[src/rtl/pipeline_hazard_ctrl.sv]
// Stall/flush sequencer for the 5-stage pipeline: freeze/flush controls for the stage registers,
// saturating stall/flush perf counters and a sticky memory-wait watchdog.
module pipeline_hazard_ctrl #(
  parameter int INIT_FLUSH  = 2,
  parameter int MEM_TIMEOUT = 1023,
  parameter int CNT_W       = 16
) (
  input  logic             clk,
  input  logic             rst_n,
  input  logic [3:0]       src1,
  input  logic [3:0]       src2,
  input  logic             two_src,
  input  logic             forward_en,
  input  logic [3:0]       exe_dest,
  input  logic             exe_wb_en,
  input  logic             exe_mem_r_en,
  input  logic [3:0]       mem_dest,
  input  logic             mem_wb_en,
  input  logic             branch_taken,
  input  logic             mem_req,
  input  logic             mem_ready,
  output logic             freeze_if,
  output logic             flush_if,
  output logic             freeze_id,
  output logic             flush_id,
  output logic             freeze_back,
  output logic             mem_timeout,
  output logic [CNT_W-1:0] stall_cnt,
  output logic [CNT_W-1:0] flush_cnt
);

  // One counter serves both the init countdown and the memory-wait count.
  localparam int WAIT_W = $clog2(MEM_TIMEOUT + INIT_FLUSH + 2);
  localparam logic [WAIT_W-1:0] WAIT_ZERO   = {WAIT_W{1'b0}};
  localparam logic [WAIT_W-1:0] WAIT_ONE    = {{(WAIT_W-1){1'b0}}, 1'b1};
  localparam logic [WAIT_W-1:0] WAIT_MAX    = {WAIT_W{1'b1}};
  localparam logic [WAIT_W-1:0] INIT_LOAD   = WAIT_W'(INIT_FLUSH - 1);
  localparam logic [WAIT_W-1:0] TIMEOUT_VAL = WAIT_W'(MEM_TIMEOUT);
  localparam logic [CNT_W-1:0]  CNT_ZERO    = {CNT_W{1'b0}};
  localparam logic [CNT_W-1:0]  CNT_ONE     = {{(CNT_W-1){1'b0}}, 1'b1};
  localparam logic [CNT_W-1:0]  CNT_MAX     = {CNT_W{1'b1}};

  typedef enum logic [1:0] {
    ST_INIT     = 2'd0,
    ST_RUN      = 2'd1,
    ST_MEM_WAIT = 2'd2
  } state_t;

  state_t            state_r;
  state_t            state_nxt_s;
  logic [WAIT_W-1:0] wait_cnt_r;
  logic [WAIT_W-1:0] wait_cnt_nxt_s;
  logic [WAIT_W-1:0] wait_inc_s;
  logic              timeout_set_s;
  logic              mem_stall_s;
  logic              hazard_s;
  logic              branch_flush_s;
  logic              freeze_if_s;
  logic              flush_if_s;
  logic              freeze_id_s;
  logic              flush_id_s;
  logic              freeze_back_s;
  logic [CNT_W-1:0]  stall_cnt_r;
  logic [CNT_W-1:0]  flush_cnt_r;
  logic              mem_timeout_r;

  // With forwarding only a load in EXE forces a bubble; without it any pending write does.
  function automatic logic hazard_chk(
    input logic       fwd,
    input logic       two,
    input logic [3:0] s1,
    input logic [3:0] s2,
    input logic [3:0] ed,
    input logic       ewb,
    input logic       emr,
    input logic [3:0] md,
    input logic       mwb
  );
    logic h;
    if (fwd) begin
      h = emr & ((s1 == ed) | (two & (s2 == ed)));
    end else begin
      h = (ewb & (s1 == ed)) | (mwb & (s1 == md)) |
          (two & ((ewb & (s2 == ed)) | (mwb & (s2 == md))));
    end
    return h;
  endfunction

  assign hazard_s    = hazard_chk(forward_en, two_src, src1, src2, exe_dest, exe_wb_en,
                                  exe_mem_r_en, mem_dest, mem_wb_en);
  assign mem_stall_s = mem_req & ~mem_ready;
  assign wait_inc_s  = (wait_cnt_r == WAIT_MAX) ? wait_cnt_r : (wait_cnt_r + WAIT_ONE);

  // State and wait/init counter register
  always_ff @(posedge clk or negedge rst_n) begin
    if (!rst_n) begin
      state_r    <= ST_INIT;
      wait_cnt_r <= INIT_LOAD;
    end else begin
      state_r    <= state_nxt_s;
      wait_cnt_r <= wait_cnt_nxt_s;
    end
  end

  // Next-state, counter and watchdog-trigger logic
  always_comb begin
    state_nxt_s    = state_r;
    wait_cnt_nxt_s = wait_cnt_r;
    timeout_set_s  = 1'b0;
    case (state_r)
      ST_INIT: begin
        if (wait_cnt_r == WAIT_ZERO) begin
          state_nxt_s = ST_RUN;
        end else begin
          wait_cnt_nxt_s = wait_cnt_r - WAIT_ONE;
        end
      end
      ST_RUN: begin
        if (mem_stall_s) begin
          state_nxt_s    = ST_MEM_WAIT;
          wait_cnt_nxt_s = WAIT_ONE;
          timeout_set_s  = (TIMEOUT_VAL <= WAIT_ONE);
        end else begin
          state_nxt_s = ST_RUN;
        end
      end
      ST_MEM_WAIT: begin
        if (mem_req & mem_ready) begin
          state_nxt_s = ST_RUN;
        end else begin
          wait_cnt_nxt_s = wait_inc_s;
          timeout_set_s  = (wait_inc_s >= TIMEOUT_VAL);
        end
      end
      default: begin
        state_nxt_s    = ST_INIT;
        wait_cnt_nxt_s = INIT_LOAD;
      end
    endcase
  end

  // Freeze/flush outputs; a memory stall outranks a branch, which outranks a hazard
  always_comb begin
    freeze_if_s    = 1'b0;
    flush_if_s     = 1'b0;
    freeze_id_s    = 1'b0;
    flush_id_s     = 1'b0;
    freeze_back_s  = 1'b0;
    branch_flush_s = 1'b0;
    case (state_r)
      ST_RUN: begin
        if (mem_stall_s) begin
          freeze_if_s   = 1'b1;
          freeze_id_s   = 1'b1;
          freeze_back_s = 1'b1;
        end else if (branch_taken) begin
          flush_if_s     = 1'b1;
          flush_id_s     = 1'b1;
          branch_flush_s = 1'b1;
        end else if (hazard_s) begin
          freeze_if_s = 1'b1;
          flush_id_s  = 1'b1;
        end else begin
          freeze_if_s = 1'b0;
          flush_id_s  = 1'b0;
        end
      end
      ST_MEM_WAIT: begin
        freeze_if_s   = 1'b1;
        freeze_id_s   = 1'b1;
        freeze_back_s = 1'b1;
      end
      default: begin
        freeze_if_s = 1'b1;
        flush_if_s  = 1'b1;
        flush_id_s  = 1'b1;
      end
    endcase
  end

  // Saturating perf counters and sticky watchdog flag
  always_ff @(posedge clk or negedge rst_n) begin
    if (!rst_n) begin
      stall_cnt_r   <= CNT_ZERO;
      flush_cnt_r   <= CNT_ZERO;
      mem_timeout_r <= 1'b0;
    end else begin
      if (freeze_if_s && (state_r != ST_INIT) && (stall_cnt_r != CNT_MAX)) begin
        stall_cnt_r <= stall_cnt_r + CNT_ONE;
      end
      if (branch_flush_s && (flush_cnt_r != CNT_MAX)) begin
        flush_cnt_r <= flush_cnt_r + CNT_ONE;
      end
      if (timeout_set_s) begin
        mem_timeout_r <= 1'b1;
      end
    end
  end

  assign freeze_if   = freeze_if_s;
  assign flush_if    = flush_if_s;
  assign freeze_id   = freeze_id_s;
  assign flush_id    = flush_id_s;
  assign freeze_back = freeze_back_s;
  assign mem_timeout = mem_timeout_r;
  assign stall_cnt   = stall_cnt_r;
  assign flush_cnt   = flush_cnt_r;

endmodule
[config.mk]
export PLATFORM = sky130hd
export DESIGN_NAME = pipeline_hazard_ctrl
export DESIGN_NICKNAME = d
export VERILOG_FILES = /design/src/rtl/pipeline_hazard_ctrl.sv
export SDC_FILE = /design/constraint.sdc
export NUM_CORES = 1
export LEC_CHECK = 0
export BUFFER_PORTS_ARGS = -buffer_cell sky130_fd_sc_hd__buf_2
export CORE_MARGIN = 5
export CORE_UTILIZATION = 56
export CTS_CLUSTER_SIZE = 8
export DETAILED_ROUTE_END_ITERATION = 8
export HOLD_SLACK_MARGIN = 0.03
export PLACE_DENSITY = 0.81
export SLEW_MARGIN = 5
export SYNTH_ARGS = -nofsm -noshare
export SYNTH_HDL_FRONTEND = slang
export SYNTH_SLANG_ARGS = --single-unit
[constraint.sdc]
create_clock -name clk -period 2.7 [get_ports clk]
set_clock_uncertainty 0.1 [all_clocks]
set_input_delay 0.54 -clock clk [delete_from_list [all_inputs] [get_ports clk]]
set_output_delay 0.54 -clock clk [all_outputs]
set_load 0.02 [all_outputs]
==> qor.yml, run 1 <==
hpwlAfterDp_um: 6520
top_level_ports: 64
drv_cap: 0
syn_to_final_growth_pct: 15.9
final_nets: 482
switching_share: 0.493
drt_iter0_drc: 242
async_flop_share: 1.00
grt_max_degree: 22
fin_crit_ns: 2.60
end_kind: "output pin"
dp.cells: 514
drive_gt1_frac: 0.230
gp_congestion: 0.876
synth_top_cell_by_area: "dfrtp_1"
cts_root_buffer: "clkbuf_8"
synth_area_per_cell_um2: 8.83
final_area_um2: 3890
p_sw_mw: 1.85
cts_buffer_depth: 2
instances_no_fill: 523
cts_buffers: 5
clock_sinks: 46
ant_nets: 0
ir_worst_vdd_mv: 0.644
n_antenna_cell: 0
fp-row-count: 28
cts_tree: "done"
synth_edf_count: 0
ys_types: 62
synth_flop_cell: "dfrtp_1"
synthCells: 380
clock.fmax_ghz: 0.385
intPower_mw: 1.90
synth_top_area_frac: 0.336
ys_seq_elements: 46
grt_pass1_wl_um: 14600
antenna_found_initial: 0
tns_ns: 0
pwr-share-comb: 0.576
die-area_um2: 7640
hold_viol_final: 0
p_per_area_nw_per_um2: 963
grt.overflow.total: 0
cp.required_ns: 2.06
syn_area_um2: 3360
avgRoutedWirePerCell_um: 16.8
setup.worst_path.start_class: "input port"
post-route-period-util: 0.962
finalSetupViolations: 0
clock_latency_ns: 0.31
seqPwrFrac: 0.306
h-tree-depth: 2
tightest_slew_ns: 0.616
total_leakage_power_nw: 1.64
synth.most_common_cell: "dfrtp_1"
synth-seq-area-share: 0.343
grtUsageTotal: 0.234
cp_max_fo: 3
worstSetupPathType: "in -> out"
yosysWarnings: 0
placed_area_um2: 3780
drc: 0
relSlewSlack: 0.589
start_util: 0.570
io_buffer_count: 63
avgViaCountPerCell: 6.46
drv_slew: 0
outcome: "completed"
coreArea_um2: 5890
vias: 3379
clockPowerShare: 0.118
path_clk_slew_ns: 0.10
grt_pass1_vias: 3178
synth_nets: 415
synth_area_leaders: "dfrtp_1, xnor2_1, nand4_1, xor2_1, ha_1"
arrival_ns: 1.96
rsz0062_at_grt: "no"
firstDrtPassIters: 5
post-route-util: 0.661
fp.dieW_um: 87.4
yosys-top-cells-count: "dfrtp_1, nand2_1, nor2_1, nand3_1, o21ai_0"
holdCritPathClass: "reg -> reg"
drt-total-wl_um: 8800
die_h_um: 87.4
post-cts-setup-buffers: 0
repair_timing:
| action | CTS | global route |
|---|---|---|
| setup endpoints to repair | 0 | 2 |
| hold buffers | 1 | 0 |
| gates resized for setup | 0 | 1 |
| hold endpoints to repair | 8 | 0 |
kinds of logic after synthesis:
logic type / after synthesis / share of synthesized area
AO/OA/AOI/OAI: 112 / 0.240
XOR/XNOR: 31 / 0.0809
adder cells (fa/ha/maj): 9 / 0.0336
buffers and inverters: 28 / 0.0377
flip-flops: 46 / 0.343
multiplexers: 8 / 0.0254
AND/OR/NAND/NOR: 146 / 0.239
area by class of cell:
| type | count | area [um2] |
|---|---|---|
| Clock buffer | 5 | 68.8 |
| Clock inverter | 3 | 25.0 |
| Fill cell | 495 | 2000 |
| Inverter | 9 | 33.8 |
| Multi-Input combinational cell | 306 | 2080 |
| Sequential cell | 46 | 1150 |
| Tap cell | 75 | 93.8 |
| Timing Repair Buffer | 79 | 438 |
registers in the layout, indices dropped and copies added (netlist names):
signal,flops
wait_cnt_r,11
flush_cnt,16
mem_timeout,1
stall_cnt,16
state_r,2
power groups by stage:
stage / combinational, mW / sequential [mW] / clock (mW)
after detailed placement: 2.13 / 1.15 / 0
after CTS: 2.14 / 1.14 / 0.458
final: 2.16 / 1.14 / 0.444
after floorplan: 1.48 / 1.20 / 0
after global placement: 2.07 / 1.14 / 0
after global routing: 2.37 / 1.18 / 0.480
cell usage in the layout, fill, tap and decap left out, types with 7 or more instances in the layout:
cell type,n
xnor2_1,18
nand3_1,21
nor2_1,22
ha_1,9
nand2b_1,7
o311ai_0,7
xor2_1,13
nand2_1,24
nor3_1,10
buf_2,63
inv_1,8
or3_1,8
buf_4,15
nand4_1,19
a21oi_1,17
dfrtp_1,45
o21ai_0,20
o211ai_1,9
layer usage:
| layer | GRT usage | routed length [um] | vias up |
|---|---|---|---|
| li1 | - | - | 1604 |
| met1 | 0.290 | 3630 | 1629 |
| met2 | 0.416 | 4500 | 125 |
| met3 | 0.0360 | 523 | 21 |
| met4 | 0.0697 | 156 | 0 |
| met5 | 0 | 0 | - |
through the flow:
step	hold WS [ns]	total power [mW]	setup WS (ns)
CTS	0.395	3.74	0.126
global placement	0.310	3.21	0.178
global route	0.414	4.03	0.00808
finish	0.397	3.75	0.104
detailed placement	0.310	3.28	0.129
floorplan	0.144	2.67	0.101
critical path, stage by stage:
cell,delay [ns]
buf_2,0.09
mux2_2,0.35
and3_1,0.18
a22o_1,0.22
nor2_1,0.28
o21ai_0,0.12
buf_2,0.17
path summary, 6_finish.rpt:
kind / startpoint / to / slack (ns) / depth (start not counted)
max in group asynchronous: rst_n / wait_cnt_r[0] / 1.42 / 3
min: flush_cnt[6] / flush_cnt[6] / 0.40 / 1
min in group asynchronous: rst_n / stall_cnt[6] / 0.50 / 2
min reg2reg: flush_cnt[6] / flush_cnt[6] / 0.40 / 1
max: forward_en / freeze_if / 0.10 / 7
max reg2reg: state_r[1] / flush_cnt[10] / 0.23 / 7
Note: power is estimated with default switching activity, not from simulation.
==> run 2: changes to the inputs <==
--- a/config.mk
+++ b/config.mk
@@ -5,7 +5,7 @@
 export SDC_FILE = /design/constraint.sdc
 export NUM_CORES = 1
 export LEC_CHECK = 0
-export BUFFER_PORTS_ARGS = -buffer_cell sky130_fd_sc_hd__buf_2
+export BUFFER_PORTS_ARGS = -buffer_cell sky130_fd_sc_hd__buf_4
 export CORE_MARGIN = 5
 export CORE_UTILIZATION = 56
 export CTS_CLUSTER_SIZE = 8
==> run 2 against run 1 <==
Power increased by 2.5%; cell count decreased by 0.19%; maximum frequency about the same; flip-flop and latch count unchanged; core utilization rose by 2.6 points; count of clock-buffer cells in the layout unchanged; die area unchanged; largest cell class unchanged; largest power group unchanged.
==> qor.yml, run 2 (synthesis results as in run 1) <==
outcome: "completed"
fin_crit_ns: 2.60
grt_max_degree: 47
drt-total-wl_um: 8730
drt_iter0_drc: 316
cts_tree: "done"
grt_busiest_layer: "met2"
antenna_found_initial: 0
power_mw: 3.84
final_cell_mix: "buf_4, dfrtp_1, nand2_1"
gp_congestion: 0.901
avgViaCountPerCell: 6.39
coreArea_um2: 5890
r2r-end: "wait_cnt_r[0]"
clockPowerShare: 0.118
avgRoutedWirePerCell_um: 16.7
cts_resized: 0
h-tree-depth: 2
drive_gt1_frac: 0.230
start_util: 0.570
rr_startpoint: "wait_cnt_r[0]"
end_kind: "output pin"
post-cts-setup-buffers: 0
hold_viol_final: 0
ctsHoldBuffers: 0
cts_buffers: 5
pwr-share-comb: 0.583
rrSetupSlack_ns: 0.24
ant_nets: 0
final_nets: 481
tightest_slew_ns: 0.599
worstSetupPathType: "in -> out"
clock_sinks: 46
hpwlAfterDp_um: 6490
gr-usage-met3: 0.0312
cts_buffer_depth: 2
n_antenna_cell: 0
die_h_um: 87.4
p_per_area_nw_per_um2: 950
drv_slew: 0
grt_pass1_vias: 2992
ir_worst_vdd_mv: 0.594
cp.required_ns: 2.06
rsz0062_at_grt: "no"
relSlewSlack: 0.601
cts_root_buffer: "clkbuf_8"
fp.dieW_um: 87.4
holdCritPathClass: "in -> async"
io_buffer_count: 63
cp_max_fo: 3
firstDrtPassIters: 5
clock.fmax_ghz: 0.385
grtUsageTotal: 0.234
p_sw_mw: 1.85
vias: 3335
path_clk_slew_ns: 0.10
seqPwrFrac: 0.300
switching_share: 0.483
total_leakage_power_nw: 1.68
intPower_mw: 1.99
setup.worst_path.start_class: "input port"
grt.overflow.total: 0
tns_ns: 0
clock_latency_ns: 0.31
die-area_um2: 7640
arrival_ns: 1.96
r2r_cells: 6
post-route-period-util: 0.961
syn_to_final_growth_pct: 20.5
drv_cap: 0
fp-row-count: 28
finalSetupViolations: 0
use_met2: 0.407
drc: 0
use_met1: 0.302
grt_pass1_wl_um: 14400
final_common_cell: "buf_4"
top_level_ports: 64
==> run 2: how the worst max path moves through the flow <==
stage / startpoint / endpoint / slack, ns / cells past startpoint
2_1_floorplan: mem_dest[3] / freeze_if / 0.10 / 5
3_3_place_gp: forward_en / freeze_if / 0.17 / 7
3_5_place_dp: src1[1] / freeze_if / 0.09 / 7
4_1_cts: src1[1] / freeze_if / 0.09 / 7
5_1_grt: src1[2] / freeze_if / 0.009 / 7
6_report: src1[2] / freeze_if / 0.10 / 7
==> run 2: layout make-up <==
type                    count  area [um2]
multi-input cells         306        2080
fillers                   487        1840
flip-flops and latches     46        1150
repair buffers             78         586
well taps                  75        93.8
clock buffers               5        68.8
inverters                   9        33.8
clock inverters             3        25.0
==> run 2: critical path, stage by stage <==
cell and delay [ns]:
buf_4 0.12, xor2_1 0.15, nor4_1 0.44, a22o_1 0.24
nor2_1 0.09, o21ai_0 0.19, buf_4 0.17
==> run 2: metrics by stage <==
stage          worst slack [ns]  hold slack, ns  instances  area, um2   util
6_report                  0.105           0.123        522       4040  0.687
5_1_grt                 0.00944           0.177        522       4040  0.687
4_1_cts                  0.0926           0.150        522       4040  0.686
3_5_place_dp             0.0914           0.379        514       3940  0.670
3_3_place_gp              0.173           0.381        514       3940  0.670
2_1_floorplan             0.101           0.144        380       3360      -
==> run 2: power by group through the flow <==
stage | Clock [mW] | Combinational (mW) | Sequential (mW)
floorplan | 0 | 1.48 | 1.20
global placement | 0 | 2.15 | 1.15
detailed placement | 0 | 2.22 | 1.16
CTS | 0.460 | 2.23 | 1.14
global route | 0.489 | 2.47 | 1.19
finish | 0.452 | 2.24 | 1.15
==> run 2: routing by layer <==
layer	vias up	part of all wire
met5	-	0
met2	137	0.51
met1	1585	0.41
li1	1598	-
met3	15	0.067
met4	0	0.016
==> run 3: changes to the inputs <==
--- a/config.mk
+++ b/config.mk
@@ -12,6 +12,7 @@
 export DETAILED_ROUTE_END_ITERATION = 8
 export HOLD_SLACK_MARGIN = 0.03
 export PLACE_DENSITY = 0.81
+export REMOVE_ABC_BUFFERS = 1
 export SLEW_MARGIN = 5
 export SYNTH_ARGS = -nofsm -noshare
 export SYNTH_HDL_FRONTEND = slang
==> run 3 against run 2 <==
Flip-flop and latch count unchanged; sequential share of layout area decreased by 0.13 points; design area increased by 0.46%; global-route usage increased by 0.95 points; count of clock-buffer cells in the layout unchanged; critical path depth unchanged; hold slack improved by 0.0058 ns; non-clock buffer count increased by 1; register-to-register slack improved by 0.05 ns; combinational power about the same; cell count increased by 0.19%; wire length increased by 1.9%; largest cell class unchanged.
==> qor.yml, run 3 (synthesis results as in run 1) <==
crit_path_max_incr_delay_ns: 0.37
worstSetupPathType: "in -> out"
n_antenna_cell: 0
final_common_cell: "buf_4"
holdCritPathClass: "in -> async"
grt_max_degree: 47
relSlewSlack: 0.601
cts_buffers: 5
fp-row-count: 28
h-tree-depth: 2
slowest_stage: "nor4_1"
ctsHoldBuffers: 0
setup.worst_path.start_class: "input port"
final_cell_mix: "buf_4, dfrtp_1, nand2_1"
syn_to_final_growth_pct: 21.1
tns_ns: 0
ir_worst_vdd_mv: 0.780
rsz0062_at_grt: "no"
io_buffer_count: 63
drv_slew: 0
fin_crit_ns: 2.55
hold_viol_final: 0
die_h_um: 87.4
cts_tree: "done"
avgViaCountPerCell: 6.37
cts_resized: 0
whs_ns: 0.129
drt_iter0_drc: 209
post-cts-setup-buffers: 0
vias: 3329
finalSetupViolations: 0
instances_no_fill: 523
hpwlAfterDp_um: 6600
power_mw: 3.94
total_leakage_power_nw: 1.70
clock.fmax_ghz: 0.392
drt-total-wl_um: 8900
cp_max_fo: 5
path_clk_slew_ns: 0.10
clock_sinks: 46
antenna_found_initial: 0
die-area_um2: 7640
crit_path_frequent_cell: "buf_4"
grt_pass1_vias: 3163
clock_latency_ns: 0.31
fp.dieW_um: 87.4
post-route-util: 0.690
top_level_ports: 64
gp_congestion: 0.885
placed_area_um2: 3950
drc: 0
final_nets: 482
post-place-ws_ns: 0.146
cp.required_ns: 2.06
post-route-period-util: 0.945
ant_nets: 0
p_per_area_nw_per_um2: 971
start_util: 0.570
outcome: "completed"
avgRoutedWirePerCell_um: 17.0
setup_ws_ns: 0.147
tightest_slew_ns: 0.593
drv_cap: 0
coreArea_um2: 5890
final_area_um2: 4060
drive_gt1_frac: 0.230
grt.overflow.total: 0
end_kind: "output pin"
firstDrtPassIters: 4
cts_root_buffer: "clkbuf_8"
cts_buffer_depth: 2
crit_chain: "buf_4 -> xor2_1 -> nor4_1 -> a22o_1 -> nor2_1 -> o21ai_0 -> buf_4"
arrival_ns: 1.91
dp.cells: 515
grt_pass1_wl_um: 14900
grtUsageTotal: 0.243
run 3: cell type report:
class / count / area [um2]
Multi-Input combinational cell: 306 / 2080
Fill cell: 481 / 1820
Sequential cell: 46 / 1150
Timing Repair Buffer: 79 / 593
Tap cell: 75 / 93.8
Clock buffer: 5 / 68.8
Clock inverter: 3 / 43.8
Inverter: 9 / 33.8
run 3: path summary, 6_finish.rpt:
kind	startpoint	to	slack, ns	cells past startpoint
min reg2reg	flush_cnt[6]	flush_cnt[6]	0.40	1
min	rst_n	stall_cnt[4]	0.13	1
max in group asynchronous	rst_n	flush_cnt[4]	1.97	1
max reg2reg	wait_cnt_r[0]	wait_cnt_r[1]	0.29	6
max	src1[2]	freeze_if	0.15	7
min in group clk	flush_cnt[6]	flush_cnt[6]	0.40	1
run 3: layer usage:
layer,vias up,GRT usage,share of wire
met5,-,0,0
met4,0,0.0962,0.018
met3,16,0.0397,0.055
met2,106,0.403,0.50
met1,1601,0.315,0.43
li1,1606,-,-
run 3: critical path, delay by kind of cell:
family          cells  cell delay, ns
compound gates      2            0.48
simple gates        2            0.46
buf+inv             2            0.28
xor+xnor            1            0.15
run 3: report_power, final:
group          total (mW)  internal (mW)  leakage, nW  switching, mW
sequential           1.17          0.873        0.587          0.295
clock               0.546          0.278       0.0585          0.268
combinational        2.23          0.941         1.05           1.29
